**config.mk**
```make
export PLATFORM = sky130hd
export DESIGN_NAME = regfile_mp_m
export DESIGN_NICKNAME = d
export VERILOG_FILES = /design/src/rtl/regfile_pkg.sv /design/src/rtl/regfile_read_port_m.sv /design/src/rtl/regfile_mp_m.sv
export SDC_FILE = /design/constraint.sdc
export NUM_CORES = 2
export LEC_CHECK = 0
export ABC_CLOCK_PERIOD_IN_PS = 8400
export CAP_MARGIN = 20
export CORE_MARGIN = 2
export CORE_UTILIZATION = 50
export DETAILED_ROUTE_END_ITERATION = 16
export PLACE_DENSITY = 0.63
export SYNTH_ARGS = -nofsm -noshare
export SYNTH_HDL_FRONTEND = slang
export SYNTH_HIERARCHICAL = 1
export SYNTH_SLANG_ARGS = --single-unit
```
**constraint.sdc**
```tcl
create_clock -name clk -period 8.4 [get_ports clk]
set_input_delay 2.1 -clock clk [delete_from_list [all_inputs] [get_ports clk]]
set_output_delay 2.1 -clock clk [all_outputs]
set_load 0.02 [all_outputs]
```
**src/rtl/regfile_pkg.sv**
```systemverilog
// Shared types and defaults for the multi-port register file family.
package regfile_pkg;

  localparam int DEF_DATA_W   = 32;
  localparam int DEF_NUM_REGS = 32;

  typedef logic [DEF_DATA_W-1:0]           reg_data_t;
  typedef logic [$clog2(DEF_NUM_REGS)-1:0] reg_index_t;

  localparam reg_index_t REG_ZERO     = '0;
  localparam reg_data_t  REG_ZERO_VAL = '0;
  localparam reg_data_t  REG_ONE_VAL  = reg_data_t'(1);

endpackage

```
**src/rtl/regfile_read_port_m.sv**
```systemverilog
// One registered read port with priority write-through bypass and busy lookup.
module regfile_read_port_m
  import regfile_pkg::*;
#(
  parameter int DATA_W   = DEF_DATA_W,
  parameter int IDX_W    = 5,
  parameter int NUM_WR   = 2,
  parameter int HAS_ZERO = 1
) (
  input  logic                     clk,
  input  logic                     reset,
  input  logic                     rd_en,
  input  logic [IDX_W-1:0]         rd_addr,
  input  logic [NUM_WR-1:0]        wr_en,
  input  logic [NUM_WR*IDX_W-1:0]  wr_addr,
  input  logic [NUM_WR*DATA_W-1:0] wr_data,
  input  logic [DATA_W-1:0]        mem_data,
  input  logic                     mem_busy,
  output logic [DATA_W-1:0]        rd_data,
  output logic                     rd_busy
);

  logic [DATA_W-1:0] data_d;
  logic              busy_d;
  logic              hit;

  // Later ports override earlier ones, so the highest match wins.
  always_comb begin
    data_d = mem_data;
    hit    = 1'b0;
    for (int w = 0; w < NUM_WR; w++) begin
      if (wr_en[w] && wr_addr[w*IDX_W +: IDX_W] == rd_addr) begin
        data_d = wr_data[w*DATA_W +: DATA_W];
        hit    = 1'b1;
      end
    end
    busy_d = mem_busy & ~hit;
    if (HAS_ZERO != 0 && rd_addr == IDX_W'(REG_ZERO)) begin
      data_d = DATA_W'(REG_ZERO_VAL);
      busy_d = 1'b0;
    end
  end

  always_ff @(posedge clk) begin
    if (reset) begin
      rd_data <= '0;
      rd_busy <= 1'b0;
    end else if (rd_en) begin
      rd_data <= data_d;
      rd_busy <= busy_d;
    end
  end

endmodule

```
**src/rtl/regfile_mp_m.sv**
```systemverilog
// Multi-port register file with per-register pending-writeback scoreboard.
module regfile_mp_m
  import regfile_pkg::*;
#(
  parameter  int DATA_W   = DEF_DATA_W,
  parameter  int NUM_REGS = DEF_NUM_REGS,
  parameter  int NUM_RD   = 4,
  parameter  int NUM_WR   = 2,
  parameter  int HAS_ZERO = 1,
  localparam int IDX_W    = $clog2(NUM_REGS)
) (
  input  logic                     clk,
  input  logic                     reset,
  input  logic [NUM_RD-1:0]        rd_en,
  input  logic [NUM_RD*IDX_W-1:0]  rd_addr,
  output logic [NUM_RD*DATA_W-1:0] rd_data,
  output logic [NUM_RD-1:0]        rd_busy,
  input  logic [NUM_WR-1:0]        wr_en,
  input  logic [NUM_WR*IDX_W-1:0]  wr_addr,
  input  logic [NUM_WR*DATA_W-1:0] wr_data,
  input  logic [NUM_WR-1:0]        busy_set_en,
  input  logic [NUM_WR*IDX_W-1:0]  busy_set_addr,
  output logic                     wr_conflict
);

  logic [DATA_W-1:0]   mem_q [NUM_REGS];
  logic [NUM_REGS-1:0] busy_q;
  logic [NUM_REGS-1:0] busy_d;
  logic [NUM_WR-1:0]   wr_ok;
  logic                conflict_d;

  always_comb begin
    for (int w = 0; w < NUM_WR; w++) begin
      wr_ok[w] = wr_en[w] &&
        !(HAS_ZERO != 0 &&
          wr_addr[w*IDX_W +: IDX_W] == IDX_W'(REG_ZERO));
    end
  end

  always_comb begin
    conflict_d = 1'b0;
    for (int a = 0; a < NUM_WR; a++) begin
      for (int b = a + 1; b < NUM_WR; b++) begin
        if (wr_ok[a] && wr_ok[b] &&
            wr_addr[a*IDX_W +: IDX_W] == wr_addr[b*IDX_W +: IDX_W])
          conflict_d = 1'b1;
      end
    end
  end

  // Sets are applied after clears: a new producer outranks a writeback.
  always_comb begin
    busy_d = busy_q;
    for (int w = 0; w < NUM_WR; w++) begin
      if (wr_en[w]) busy_d[wr_addr[w*IDX_W +: IDX_W]] = 1'b0;
    end
    for (int k = 0; k < NUM_WR; k++) begin
      if (busy_set_en[k]) busy_d[busy_set_addr[k*IDX_W +: IDX_W]] = 1'b1;
    end
    if (HAS_ZERO != 0) busy_d[0] = 1'b0;
  end

  always_ff @(posedge clk) begin
    if (reset) begin
      for (int i = 0; i < NUM_REGS; i++) mem_q[i] <= '0;
      busy_q      <= '0;
      wr_conflict <= 1'b0;
    end else begin
      for (int w = 0; w < NUM_WR; w++) begin
        if (wr_ok[w])
          mem_q[wr_addr[w*IDX_W +: IDX_W]] <= wr_data[w*DATA_W +: DATA_W];
      end
      busy_q      <= busy_d;
      wr_conflict <= conflict_d;
    end
  end

  for (genvar p = 0; p < NUM_RD; p++) begin : g_rd
    logic [IDX_W-1:0] a;
    assign a = rd_addr[p*IDX_W +: IDX_W];
    regfile_read_port_m #(
      .DATA_W  (DATA_W),
      .IDX_W   (IDX_W),
      .NUM_WR  (NUM_WR),
      .HAS_ZERO(HAS_ZERO)
    ) u_rd (
      .clk     (clk),
      .reset   (reset),
      .rd_en   (rd_en[p]),
      .rd_addr (a),
      .wr_en   (wr_en),
      .wr_addr (wr_addr),
      .wr_data (wr_data),
      .mem_data(mem_q[a]),
      .mem_busy(busy_q[a]),
      .rd_data (rd_data[p*DATA_W +: DATA_W]),
      .rd_busy (rd_busy[p])
    );
  end

endmodule

```
==> reports/summary.json <==
{
  "global_routing": {
    "via_count_of_the_first_global_routing_pass": 64100,
    "grt.overflow.total": 0,
    "grt_first_pass_wirelength_um": 528000,
    "grt_start_max_net_pins": 122,
    "grt_antenna_before_repair": 19,
    "globalRouteTotalUtil_pct": 45.7
  },
  "timing": {
    "timing.setup.tns_ns": 0,
    "post_route_fraction_of_the_period_consumed_by_the_critical_path_pct": 70.8,
    "rsz0062_at_grt": "no",
    "report.final.setup_viol": 0,
    "final_max_slew_viol_count": 0,
    "fin_worst_skew_ns": 0.0237,
    "holdWs_ns": 0.464,
    "setup_slack_ns": 2.46,
    "report.final.hold_viol_count": 0,
    "timing_worst_slew_pin_value_ns": 1.26,
    "slew_headroom_pct": 16.1,
    "max_frequency_mhz": 168,
    "period_minus_slack_ns": 5.94
  },
  "critical_path": {
    "r2r_setup_slack_ns": 5.67,
    "worstPathCellList": "clkdlybuf4s50_1 -> nor2b_1 -> nand2_2 -> o22ai_1 -> nor4_1 -> mux2i_1 -> o221ai_2",
    "worst-endpoint-required_ns": 9.06,
    "worstSetupStartpointType": "input pin",
    "timing.rr.start": "mem_q[30][3]$_DFFE_PP_",
    "critical_path.endpoint_type": "flop",
    "r2r-end": "g_rd[3].u_rd/rd_data[3]$_SDFFE_PP0P_",
    "depth_of_the_most_critical_reg_to_reg_path": 5,
    "slowest_stage": "sky130_fd_sc_hd__clkdlybuf4s50_1",
    "cp_num_buf_inv": 1,
    "timing.setup.critical_path_class": "in -> reg",
    "maximum_single_stage_delay_on_the_critical_path_ns": 0.99,
    "crit_fanout": 20,
    "cp.arrival_ns": 6.60,
    "cp_top_family": "simple AND/OR/NAND/NOR gates"
  },
  "final_layout": {
    "post_layout_nonfiller_instances": 7913,
    "final_cell_mix": "sky130_fd_sc_hd__mux4_2, sky130_fd_sc_hd__edfxtp_1, sky130_fd_sc_hd__a22o_1",
    "area_delta_synth_final_pct": 11.2,
    "final_nets": 5726,
    "layout.cell_area.non_filler_um2": 91100,
    "filler_cell_count": 12800,
    "utilization_pct": 56.0,
    "final_layout_size_suffix_gt1_share_pct": 31.9,
    "mostFrequentLayoutCell": "sky130_fd_sc_hd__mux4_2"
  },
  "routing": {
    "avgViaCountPerCell": 8.67,
    "route.antenna.remaining_nets": 0,
    "drc": 0,
    "post_drt_wl_per_cell_um": 49.1,
    "drt-met1-wl_um": 125000,
    "route.vias.total": 68600,
    "drt-initial-drc-count": 13900,
    "post_route_wl_um": 389000,
    "dr_wl_met3_um": 75600,
    "top_layer_used": "met5",
    "drt-pass1-iter-count": 8,
    "dr_wl_met2_um": 156000
  },
  "power": {
    "pwr_density_nw_per_um2": 185,
    "totalPowerFinal_mw": 16.9,
    "worst_ir_drop_vdd_uv": 241,
    "p_int_mw": 11.8,
    "leakagePower_nw": 29.4,
    "power.switching_fraction_pct": 30.0,
    "power.share.clock_pct": 37.6,
    "relative_contribution_of_combinational_cells_to_total_power_pct": 19.8,
    "p_seq_share_pct": 42.6,
    "total_switching_power_mw": 5.06
  },
  "status": {
    "run_status": "finished clean"
  },
  "logic_synthesis": {
    "postSynthRegisterBits": 1188,
    "synth_top_area_share_pct": 37.6,
    "yosys_warnings": 6,
    "syn_area_per_cell_um2": 14.3,
    "synth.cell_area_um2": 81900,
    "postSynth.topFlopCell": "sky130_fd_sc_hd__edfxtp_1",
    "yosys.cell_types.count": 61,
    "synth_edf_count": 1024,
    "yosysSeqAreaShare_pct": 41.6,
    "netlist_top_cells_area": "sky130_fd_sc_hd__edfxtp_1, sky130_fd_sc_hd__mux4_2, sky130_fd_sc_hd__a22o_1, sky130_fd_sc_hd__dfxtp_1, sky130_fd_sc_hd__o22ai_1",
    "synth_top_area_cell": "sky130_fd_sc_hd__edfxtp_1",
    "post_synthesis_instance_total": 5738,
    "asyncSetResetFlopFracSynth_pct": 0
  },
  "clock_network": {
    "clock_tree_from_tritoncts": "yes",
    "cts_buffers": 141,
    "clock_insertion_delay_worst_skew_ns": 0.83,
    "clock-root-buffer": "sky130_fd_sc_hd__clkbuf_16",
    "ctsLongestPathBuffers": 3,
    "cts.clk_slew.worst_paths_ns": 0.06,
    "cts_resized": 0,
    "clock_sink_count": 1188,
    "postCtsHoldBufs": 0,
    "h_tree_level_count": 4,
    "cts_setup_buffers": 0
  },
  "place": {
    "port_buffers": 246,
    "numPlacedInstances": 7640,
    "dp_worst_setup_slack_ns": 1.95,
    "post-dp-hpwl_um": 241000,
    "place_congestion": 1.00,
    "placed_cell_area_um2": 86400
  },
  "die": {
    "floorplan.io_pins": 247,
    "die_y_um": 409,
    "initial_core_util_pct": 50.3,
    "fp.coreArea_um2": 163000,
    "chip_width_um": 409,
    "fp.dieArea_um2": 167000,
    "core.rowCount": 148
  },
  "min_path": {
    "holdCritPathClass": "reg -> reg",
    "hold_path_startpoint": "g_rd[2].u_rd/rd_data[4]$_SDFFE_PP0P_",
    "hold_depth": 2,
    "min_delay_worst_endpoint": "g_rd[2].u_rd/rd_data[4]$_SDFFE_PP0P_"
  },
  "run": {
    "max-cap-violations": 0
  }
}
==> sequential cells by signal, summed over array words and instances, names as in the netlist <==
signal	count
mem_q	1024
g_rd.u_rd/rd_busy	4
busy_q	31
g_rd.u_rd/rd_data	128
wr_conflict	1
==> how the worst max path moves through the flow <==
| stage | endpoint | cells past startpoint | start | slack, ns |
|---|---|---|---|---|
| 2_1_floorplan | mem_q[4][0]$_DFFE_PP_ | 5 | wr_addr[4] | 2.66 |
| 6_report | g_rd[3].u_rd/rd_data[3]$_SDFFE_PP0P_ | 7 | rd_addr[15] | 2.46 |
| 5_1_grt | mem_q[5][23]$_DFFE_PP_ | 6 | wr_addr[5] | 2.64 |
| 3_3_place_gp | mem_q[6][6]$_DFFE_PP_ | 6 | wr_addr[6] | 1.99 |
| 3_5_place_dp | mem_q[5][27]$_DFFE_PP_ | 6 | wr_addr[6] | 1.95 |
| 4_1_cts | mem_q[6][5]$_DFFE_PP_ | 6 | wr_addr[6] | 2.78 |
==> cells by family after synthesis <==
| group | count (synthesis) | synth area share, % |
|---|---|---|
| compound gates | 1751 | 18.1 |
| mux | 1200 | 30.5 |
| flops | 1188 | 41.6 |
| buf+inv | 957 | 5.18 |
| simple gates | 597 | 4.18 |
| xor+xnor | 44 | 0.471 |
| other cells | 1 | 0.00458 |
==> routing by layer <==
layer | vias to the layer above | GRT usage (%)
met5 | - | 3.48
met3 | 1850 | 24.8
met2 | 7813 | 61.9
met4 | 32 | 27.4
met1 | 34200 | 56.8
li1 | 24700 | -
==> synthesized netlist by cell type (5+ instances only) <==
cell type	number
sky130_fd_sc_hd__nand4_1	21
sky130_fd_sc_hd__nor3_4	12
sky130_fd_sc_hd__buf_12	12
sky130_fd_sc_hd__xor2_1	19
sky130_fd_sc_hd__o31a_1	8
sky130_fd_sc_hd__nor3b_1	14
sky130_fd_sc_hd__nand3b_1	21
sky130_fd_sc_hd__nor2_1	74
sky130_fd_sc_hd__a21oi_1	15
sky130_fd_sc_hd__clkbuf_1	556
sky130_fd_sc_hd__buf_6	7
sky130_fd_sc_hd__mux4_2	1036
sky130_fd_sc_hd__o22ai_1	512
sky130_fd_sc_hd__mux2_2	16
sky130_fd_sc_hd__nand2b_1	13
sky130_fd_sc_hd__xnor2_1	25
sky130_fd_sc_hd__a211oi_4	6
sky130_fd_sc_hd__mux2i_1	148
sky130_fd_sc_hd__nor4_1	128
sky130_fd_sc_hd__edfxtp_1	1024
sky130_fd_sc_hd__buf_4	29
sky130_fd_sc_hd__o221ai_2	120
sky130_fd_sc_hd__dfxtp_1	164
sky130_fd_sc_hd__clkbuf_4	12
sky130_fd_sc_hd__nor2b_1	16
sky130_fd_sc_hd__inv_1	133
sky130_fd_sc_hd__a22oi_1	34
sky130_fd_sc_hd__and3b_1	16
sky130_fd_sc_hd__buf_2	196
sky130_fd_sc_hd__or3_1	35
sky130_fd_sc_hd__a22o_1	992
sky130_fd_sc_hd__or4b_1	5
sky130_fd_sc_hd__nand3_1	19
sky130_fd_sc_hd__buf_1	12
sky130_fd_sc_hd__and3_1	8
sky130_fd_sc_hd__nand2_1	153
sky130_fd_sc_hd__a311o_1	6
sky130_fd_sc_hd__o221ai_1	15
sky130_fd_sc_hd__a222oi_1	21
sky130_fd_sc_hd__nor3_1	29
sky130_fd_sc_hd__nor2_2	10
==> final cells by class <==
type / instances / area, µm² / area share, %
tap: 2175 / 2720 / 2.99
sequential: 1188 / 34000 / 37.4
clock inverter: 77 / 791 / 0.868
antenna: 11 / 27.5 / 0.0302
timing repair buffer: 524 / 4990 / 5.48
clock buffer: 181 / 3840 / 4.22
inverter: 133 / 499 / 0.548
multi-input combinational: 3624 / 44200 / 48.5
==> worst reg2reg max path, cell delays in order, from the launching register on <==
cell                       delay [ns]
sky130_fd_sc_hd__edfxtp_1        0.42
sky130_fd_sc_hd__mux4_2          0.51
sky130_fd_sc_hd__o22ai_1         0.45
sky130_fd_sc_hd__nor4_1          0.14
sky130_fd_sc_hd__mux2i_1         0.90
sky130_fd_sc_hd__o221ai_2        0.15
==> power groups by stage <==
stage	Sequential (mW)	Combinational, mW	Clock [mW]
global placement	7.25	3.14	0
floorplan	7.21	1.93	0
CTS	7.16	3.17	6.30
detailed placement	7.28	3.17	0
global route	7.22	3.35	6.52
finish	7.18	3.34	6.34
Note: power is estimated with default switching activity, not from simulation.
